File: config.mk
export PLATFORM = sky130hd
export DESIGN_NAME = csr_access_arbiter_flat
export DESIGN_NICKNAME = d
export VERILOG_FILES = /design/src/rtl/csr_access_arbiter_if.sv /design/src/rtl/csr_access_arbiter.sv /design/src/flat_wrapper.sv
export SDC_FILE = /design/constraint.sdc
export NUM_CORES = 1
export LEC_CHECK = 0
export CAP_MARGIN = 20
export CORE_UTILIZATION = 50
export DETAILED_ROUTE_END_ITERATION = 7
export GPL_TIMING_DRIVEN = 0
export HOLD_SLACK_MARGIN = 0.05
export PLACE_DENSITY = 0.79
export SLEW_MARGIN = 30
export SYNTH_ARGS = -nofsm -noshare
export SYNTH_HDL_FRONTEND = slang
export SYNTH_SLANG_ARGS = --single-unit
File: constraint.sdc
create_clock -name clk -period 16.2 [get_ports clk]
set_input_delay 4.05 -clock clk [delete_from_list [all_inputs] [get_ports clk]]
set_output_delay 4.05 -clock clk [all_outputs]
set_load 0.02 [all_outputs]
File: src/rtl/csr_access_arbiter_if.sv
// Request/response bundle between the core/host requesters and the CSR access arbiter.
// Handshake: a requester raises *_valid and holds it until its one-cycle *_ack pulse.
interface csr_access_arbiter_if #(
    parameter int size = 32
);
    logic            stall;
    logic            core_valid;
    logic [2:0]      core_funct3;
    logic [11:0]     core_addr;
    logic [size-1:0] core_rs1;
    logic [4:0]      core_zimm;
    logic            core_ack;
    logic            host_valid;
    logic [size-1:0] host_wdata;
    logic            host_ack;
    logic [size-1:0] csr_q;
    logic [size-1:0] csr_old;
    logic [7:0]      wr_count;
    logic [1:0]      state_dbg;

    modport master (
        output stall, core_valid, core_funct3, core_addr, core_rs1, core_zimm,
               host_valid, host_wdata,
        input  core_ack, host_ack, csr_q, csr_old, wr_count, state_dbg
    );

    modport slave (
        input  stall, core_valid, core_funct3, core_addr, core_rs1, core_zimm,
               host_valid, host_wdata,
        output core_ack, host_ack, csr_q, csr_old, wr_count, state_dbg
    );
endinterface

File: src/rtl/csr_access_arbiter.sv
// Round-robin arbiter between a core CSR instruction port and a host write port,
// serving one CSR register with RISC-V style RW/RS/RC (and immediate) updates.
module csr_access_arbiter #(
    parameter int          size     = 32,
    parameter logic [11:0] CSR_ADDR = 12'h51E
) (
    input logic clk,
    input logic rst,
    csr_access_arbiter_if.slave bus
);
    typedef enum logic [1:0] {IDLE = 2'd0, CORE_GNT = 2'd1, HOST_GNT = 2'd2} state_t;

    state_t          state;
    logic            last_grant;  // 1 = host was served last
    logic [2:0]      op_funct3;
    logic [11:0]     op_addr;
    logic [size-1:0] op_rs1;
    logic [4:0]      op_zimm;
    logic [size-1:0] host_data;
    logic [size-1:0] csr_q;
    logic [size-1:0] csr_old;
    logic [7:0]      wr_count;

    logic            core_elig;
    logic            host_elig;
    logic            pick_core;
    logic [size-1:0] operand;
    logic [size-1:0] core_new;
    logic            core_we;

    assign core_elig = bus.core_valid & ~bus.stall;
    assign host_elig = bus.host_valid;
    assign pick_core = core_elig & (~host_elig | last_grant);

    assign operand = op_funct3[2] ? {{(size-5){1'b0}}, op_zimm} : op_rs1;

    always_comb begin
        core_new = csr_q;
        case (op_funct3[1:0])
            2'b01:   core_new = operand;
            2'b10:   core_new = csr_q | operand;
            2'b11:   core_new = csr_q & ~operand;
            default: core_new = csr_q;
        endcase
    end

    // Set/clear with a zero operand is a pure read and must not count as a write.
    assign core_we = (op_addr == CSR_ADDR) && (op_funct3[1:0] != 2'b00) &&
                     !(op_funct3[1] && (operand == '0));

    always_ff @(posedge clk or posedge rst) begin
        if (rst) begin
            state      <= IDLE;
            last_grant <= 1'b1;
            op_funct3  <= '0;
            op_addr    <= '0;
            op_rs1     <= '0;
            op_zimm    <= '0;
            host_data  <= '0;
            csr_q      <= '0;
            csr_old    <= '0;
            wr_count   <= '0;
        end else begin
            case (state)
                IDLE: begin
                    if (pick_core) begin
                        state      <= CORE_GNT;
                        last_grant <= 1'b0;
                        op_funct3  <= bus.core_funct3;
                        op_addr    <= bus.core_addr;
                        op_rs1     <= bus.core_rs1;
                        op_zimm    <= bus.core_zimm;
                    end else if (host_elig) begin
                        state      <= HOST_GNT;
                        last_grant <= 1'b1;
                        host_data  <= bus.host_wdata;
                    end
                end
                CORE_GNT: begin
                    if (!bus.stall) begin
                        state   <= IDLE;
                        csr_old <= csr_q;
                        if (core_we) begin
                            csr_q    <= core_new;
                            wr_count <= wr_count + 8'd1;
                        end
                    end
                end
                HOST_GNT: begin
                    state    <= IDLE;
                    csr_q    <= host_data;
                    wr_count <= wr_count + 8'd1;
                end
                default: state <= IDLE;
            endcase
        end
    end

    // Core ack follows stall within the grant cycle so the commit edge and the pulse line up.
    assign bus.core_ack  = (state == CORE_GNT) && !bus.stall;
    assign bus.host_ack  = (state == HOST_GNT);
    assign bus.csr_q     = csr_q;
    assign bus.csr_old   = csr_old;
    assign bus.wr_count  = wr_count;
    assign bus.state_dbg = state;
endmodule

File: src/flat_wrapper.sv
// flat-port wrapper written by rule: the top's interface ports become plain ports
module csr_access_arbiter_flat 
#(
    parameter int          size     = 32,
    parameter logic [11:0] CSR_ADDR = 12'h51E
)
  (clk, rst, bus_stall, bus_core_valid, bus_core_funct3, bus_core_addr, bus_core_rs1, bus_core_zimm, bus_host_valid, bus_host_wdata, bus_core_ack, bus_host_ack, bus_csr_q, bus_csr_old, bus_wr_count, bus_state_dbg);
  csr_access_arbiter_if #(.size(size)) bus_i ();
  input logic clk;
  input logic rst;
  input wire logic [$bits(bus_i.stall)-1:0] bus_stall;
  input wire logic [$bits(bus_i.core_valid)-1:0] bus_core_valid;
  input wire logic [$bits(bus_i.core_funct3)-1:0] bus_core_funct3;
  input wire logic [$bits(bus_i.core_addr)-1:0] bus_core_addr;
  input wire logic [$bits(bus_i.core_rs1)-1:0] bus_core_rs1;
  input wire logic [$bits(bus_i.core_zimm)-1:0] bus_core_zimm;
  input wire logic [$bits(bus_i.host_valid)-1:0] bus_host_valid;
  input wire logic [$bits(bus_i.host_wdata)-1:0] bus_host_wdata;
  output wire logic [$bits(bus_i.core_ack)-1:0] bus_core_ack;
  output wire logic [$bits(bus_i.host_ack)-1:0] bus_host_ack;
  output wire logic [$bits(bus_i.csr_q)-1:0] bus_csr_q;
  output wire logic [$bits(bus_i.csr_old)-1:0] bus_csr_old;
  output wire logic [$bits(bus_i.wr_count)-1:0] bus_wr_count;
  output wire logic [$bits(bus_i.state_dbg)-1:0] bus_state_dbg;
  assign bus_i.stall = bus_stall;
  assign bus_i.core_valid = bus_core_valid;
  assign bus_i.core_funct3 = bus_core_funct3;
  assign bus_i.core_addr = bus_core_addr;
  assign bus_i.core_rs1 = bus_core_rs1;
  assign bus_i.core_zimm = bus_core_zimm;
  assign bus_i.host_valid = bus_host_valid;
  assign bus_i.host_wdata = bus_host_wdata;
  assign bus_core_ack = bus_i.core_ack;
  assign bus_host_ack = bus_i.host_ack;
  assign bus_csr_q = bus_i.csr_q;
  assign bus_csr_old = bus_i.csr_old;
  assign bus_wr_count = bus_i.wr_count;
  assign bus_state_dbg = bus_i.state_dbg;
  csr_access_arbiter #(.size(size), .CSR_ADDR(CSR_ADDR)) u_core (.clk(clk), .rst(rst), .bus(bus_i));
endmodule
==> impl_metrics.env <==
export IMPL_post_route_period_util=0.632
export IMPL_row_count=43
export IMPL_clk_latency_ns=0.43
export IMPL_fill_cells=1034
export IMPL_syn2layout_area_growth_pct=35.3
export IMPL_grt_pass1_wl_mm=30.5
export IMPL_drt_wirelength_per_cell_um=18.4
export IMPL_hold_class="register to register"
export IMPL_io_pin_count=165
export IMPL_outcome="complete, no violations"
export IMPL_die_area_mm2=0.0151
export IMPL_grt_setup_unrepaired="false"
export IMPL_cap_viol_max_count=0
export IMPL_p_leak_nw=4.41
export IMPL_skew_ns=0.0111
export IMPL_synth_enable_flop_cells=0
export IMPL_critPathLaunchType="input port"
export IMPL_clkSinkCount=159
export IMPL_cts_root_buffer="clkbuf_16"
export IMPL_overflow=0
export IMPL_avgSynthCellArea_um2=10.8
export IMPL_vias=5813
export IMPL_grt_usage=0.272
export IMPL_drc=0
export IMPL_h_tree_depth=4
export IMPL_first_iter_violations=457
export IMPL_setup_viol=0
export IMPL_post_cts_buffers=0
export IMPL_final_max_slew_viol_count=0
export IMPL_max_freq_ghz=0.0977
export IMPL_netlist_area_mm2=0.00732
export IMPL_antenna_cells=0
export IMPL_yosys_warnings=0
export IMPL_power_density_mw_per_mm2=232
export IMPL_start_util=0.519
export IMPL_ys_seq_elements=159
export IMPL_p_total_mw=2.29
export IMPL_period_minus_slack_ns=10.24
export IMPL_die_h_um=123
export IMPL_vias_per_cell=5.50
export IMPL_gp_congestion=0.830
export IMPL_nNetsFinal=959
export IMPL_cts_max_path_buffers=2
export IMPL_postCtsHoldBufs=0
export IMPL_fin_tns_setup_ns=0
export IMPL_cp_max_fo=10
export IMPL_slew_headroom=0.520
export IMPL_numPortBuffers=164
export IMPL_wl_mm=19.4
export IMPL_netlist_instances=679
export IMPL_worstMarginPinSlew_ns=0.720
export IMPL_drtAntennaViolNets=0
export IMPL_dr_pass1_iters=5
export IMPL_cts_reportedPaths_clkPinSlew_ns=0.06
export IMPL_grt_pass1_vias=6057
export IMPL_synth_cell_types=43
export IMPL_async_flop_share=1.00
export IMPL_ctsResizeCount=0
export IMPL_die_width_um=123
export IMPL_detailedPlacementHpwl_mm=14.0
export IMPL_grt_max_degree=91
export IMPL_drive_gt1_frac=0.158
export IMPL_critical_path_class="input port to output port"
export IMPL_endpoint_kind="output port"
export IMPL_core_area_mm2=0.0141
export IMPL_worstPathArrival_ns=6.19
export IMPL_cts_tree="done"
export IMPL_cts_made_buffers=17
export IMPL_hold_violations=0
export IMPL_synth_main_ff_cell="dfrtp_1"
export IMPL_synthesis_nets=775
export IMPL_antenna_found_initial=0
export IMPL_required_ns=12.15
export IMPL_max_vdd_ir_drop_uv=119
export IMPL_seq_area_frac_synth=0.544
## worst paths after layout
path                                                startpoint                                end  slack [ns]  cells after the start
max                                                  bus_stall                       bus_core_ack        5.96                      6
min                          u_core.bus.csr_old[4]$_DFFE_PP0P_  u_core.bus.csr_old[4]$_DFFE_PP0P_        0.47                      2
max reg2reg                u_core.bus.state_dbg[0]$_DFFE_PP0P_    u_core.host_data[2]$_DFFE_PP0P_       13.76                      6
min reg2reg                  u_core.bus.csr_old[4]$_DFFE_PP0P_  u_core.bus.csr_old[4]$_DFFE_PP0P_        0.47                      2
max in group asynchronous                                  rst   u_core.host_data[24]$_DFFE_PP0P_       11.34                      3
min in group asynchronous                                  rst       u_core.op_rs1[8]$_DFFE_PP0P_        4.05                      2
## report_power, final
group | internal, mW | leakage [nW] | switching (mW) | total, mW
registers | 0.600 | 1.93 | 0.158 | 0.758
logic | 0.539 | 2.15 | 0.536 | 1.08
clock network | 0.301 | 0.330 | 0.158 | 0.459
## per-stage QoR
step,area (µm²),hold WS [ns],cells,setup slack [ns],util
floorplan,7320,0.471,679,7.31,-
global placement,9180,0.456,1023,6.02,0.651
detailed placement,9220,0.462,1024,5.98,0.654
CTS,9900,0.477,1056,5.98,0.702
global route,9900,0.502,1056,5.87,0.702
finish,9900,0.472,1056,5.96,0.702
## worst max-delay path: stages
cell	delay [ns]
clkdlybuf4s50_1	0.46
nand2b_1	0.17
clkbuf_1	0.24
inv_1	0.22
buf_1	0.36
clkdlybuf4s50_1	0.68
## placed cells by master, fill, tap and decap left out, types with 2 or more instances in the layout
cell type / netlist / layout
dfrtp_1: 158 / 158
a21oi_1: 35 / 35
clkinv_2: 0 / 2
xor2_1: 7 / 7
inv_1: 35 / 34
mux2_4: 30 / 30
nand4_1: 4 / 4
clkdlybuf4s50_1: 0 / 164
buf_2: 7 / 7
nor2_1: 36 / 36
nand3_1: 4 / 4
nand2_1: 135 / 135
a31oi_1: 4 / 4
o21ai_0: 35 / 35
ha_1: 7 / 7
buf_1: 5 / 5
nor2b_1: 2 / 2
a311oi_1: 27 / 27
mux2_2: 59 / 59
clkbuf_8: 0 / 3
mux2i_1: 5 / 5
clkbuf_16: 0 / 17
nor4_1: 6 / 6
bufinv_16: 0 / 6
buf_6: 3 / 3
nand2b_1: 30 / 30
dlygate4sd1_1: 2 / 2
clkbuf_1: 23 / 25
## cell usage after synthesis (2+ instances only)
| cell | number | area share |
|---|---|---|
| buf_2 | 7 | 0.0048 |
| nand2b_1 | 30 | 0.026 |
| mux2_2 | 59 | 0.091 |
| buf_6 | 3 | 0.0046 |
| ha_1 | 7 | 0.012 |
| a21oi_1 | 35 | 0.024 |
| a311oi_1 | 27 | 0.032 |
| dlygate4sd1_1 | 2 | 0.0024 |
| nor2b_1 | 2 | 0.0017 |
| nand2_1 | 135 | 0.069 |
| a31oi_1 | 4 | 0.0034 |
| nand4_1 | 4 | 0.0034 |
| xor2_1 | 7 | 0.0084 |
| buf_1 | 5 | 0.0026 |
| o21ai_0 | 35 | 0.024 |
| nor2_1 | 36 | 0.018 |
| mux2_4 | 30 | 0.062 |
| nor4_1 | 6 | 0.0051 |
| nand3_1 | 4 | 0.0027 |
| clkbuf_1 | 23 | 0.012 |
| dfrtp_1 | 158 | 0.54 |
| mux2i_1 | 5 | 0.0068 |
| inv_1 | 35 | 0.018 |
## sequential cells by signal (all words and copies together), names as in the netlist
| register | flops |
|---|---|
| u_core.host_data | 32 |
| u_core.op_zimm | 5 |
| u_core.op_funct3 | 3 |
| u_core.bus.wr_count | 8 |
| u_core.bus.state_dbg | 2 |
| u_core.op_rs1 | 32 |
| u_core.bus.csr_q | 32 |
| u_core.bus.csr_old | 32 |
| u_core.last_grant | 1 |
| u_core.op_addr | 12 |
## per-layer routing
metal	vias up	track usage	share of wire
li1	2686	-	-
met3	40	0.0756	0.069
met5	-	0	0
met1	2860	0.329	0.41
met4	0	0.0983	0.019
met2	227	0.462	0.50
## layout make-up
cell class	instances	area [µm²]	area share
tap	180	225	0.0228
inverter	35	139	0.0140
buffer	40	191	0.0193
clock buffer	22	474	0.0479
timing repair buffer	165	1670	0.169
multi-input combinational	445	3010	0.304
clock inverter	10	206	0.0209
sequential	159	3980	0.402
## logic make-up after synthesis
kind of cell | count (synthesis) | share of synthesized area
xor+xnor | 7 | 0.00838
fa+ha+maj | 7 | 0.0120
mux | 94 | 0.159
flops | 159 | 0.544
buf+inv | 75 | 0.0441
compound gates | 109 | 0.0951
simple gates | 228 | 0.137
Power figures use the tool's default switching activity.
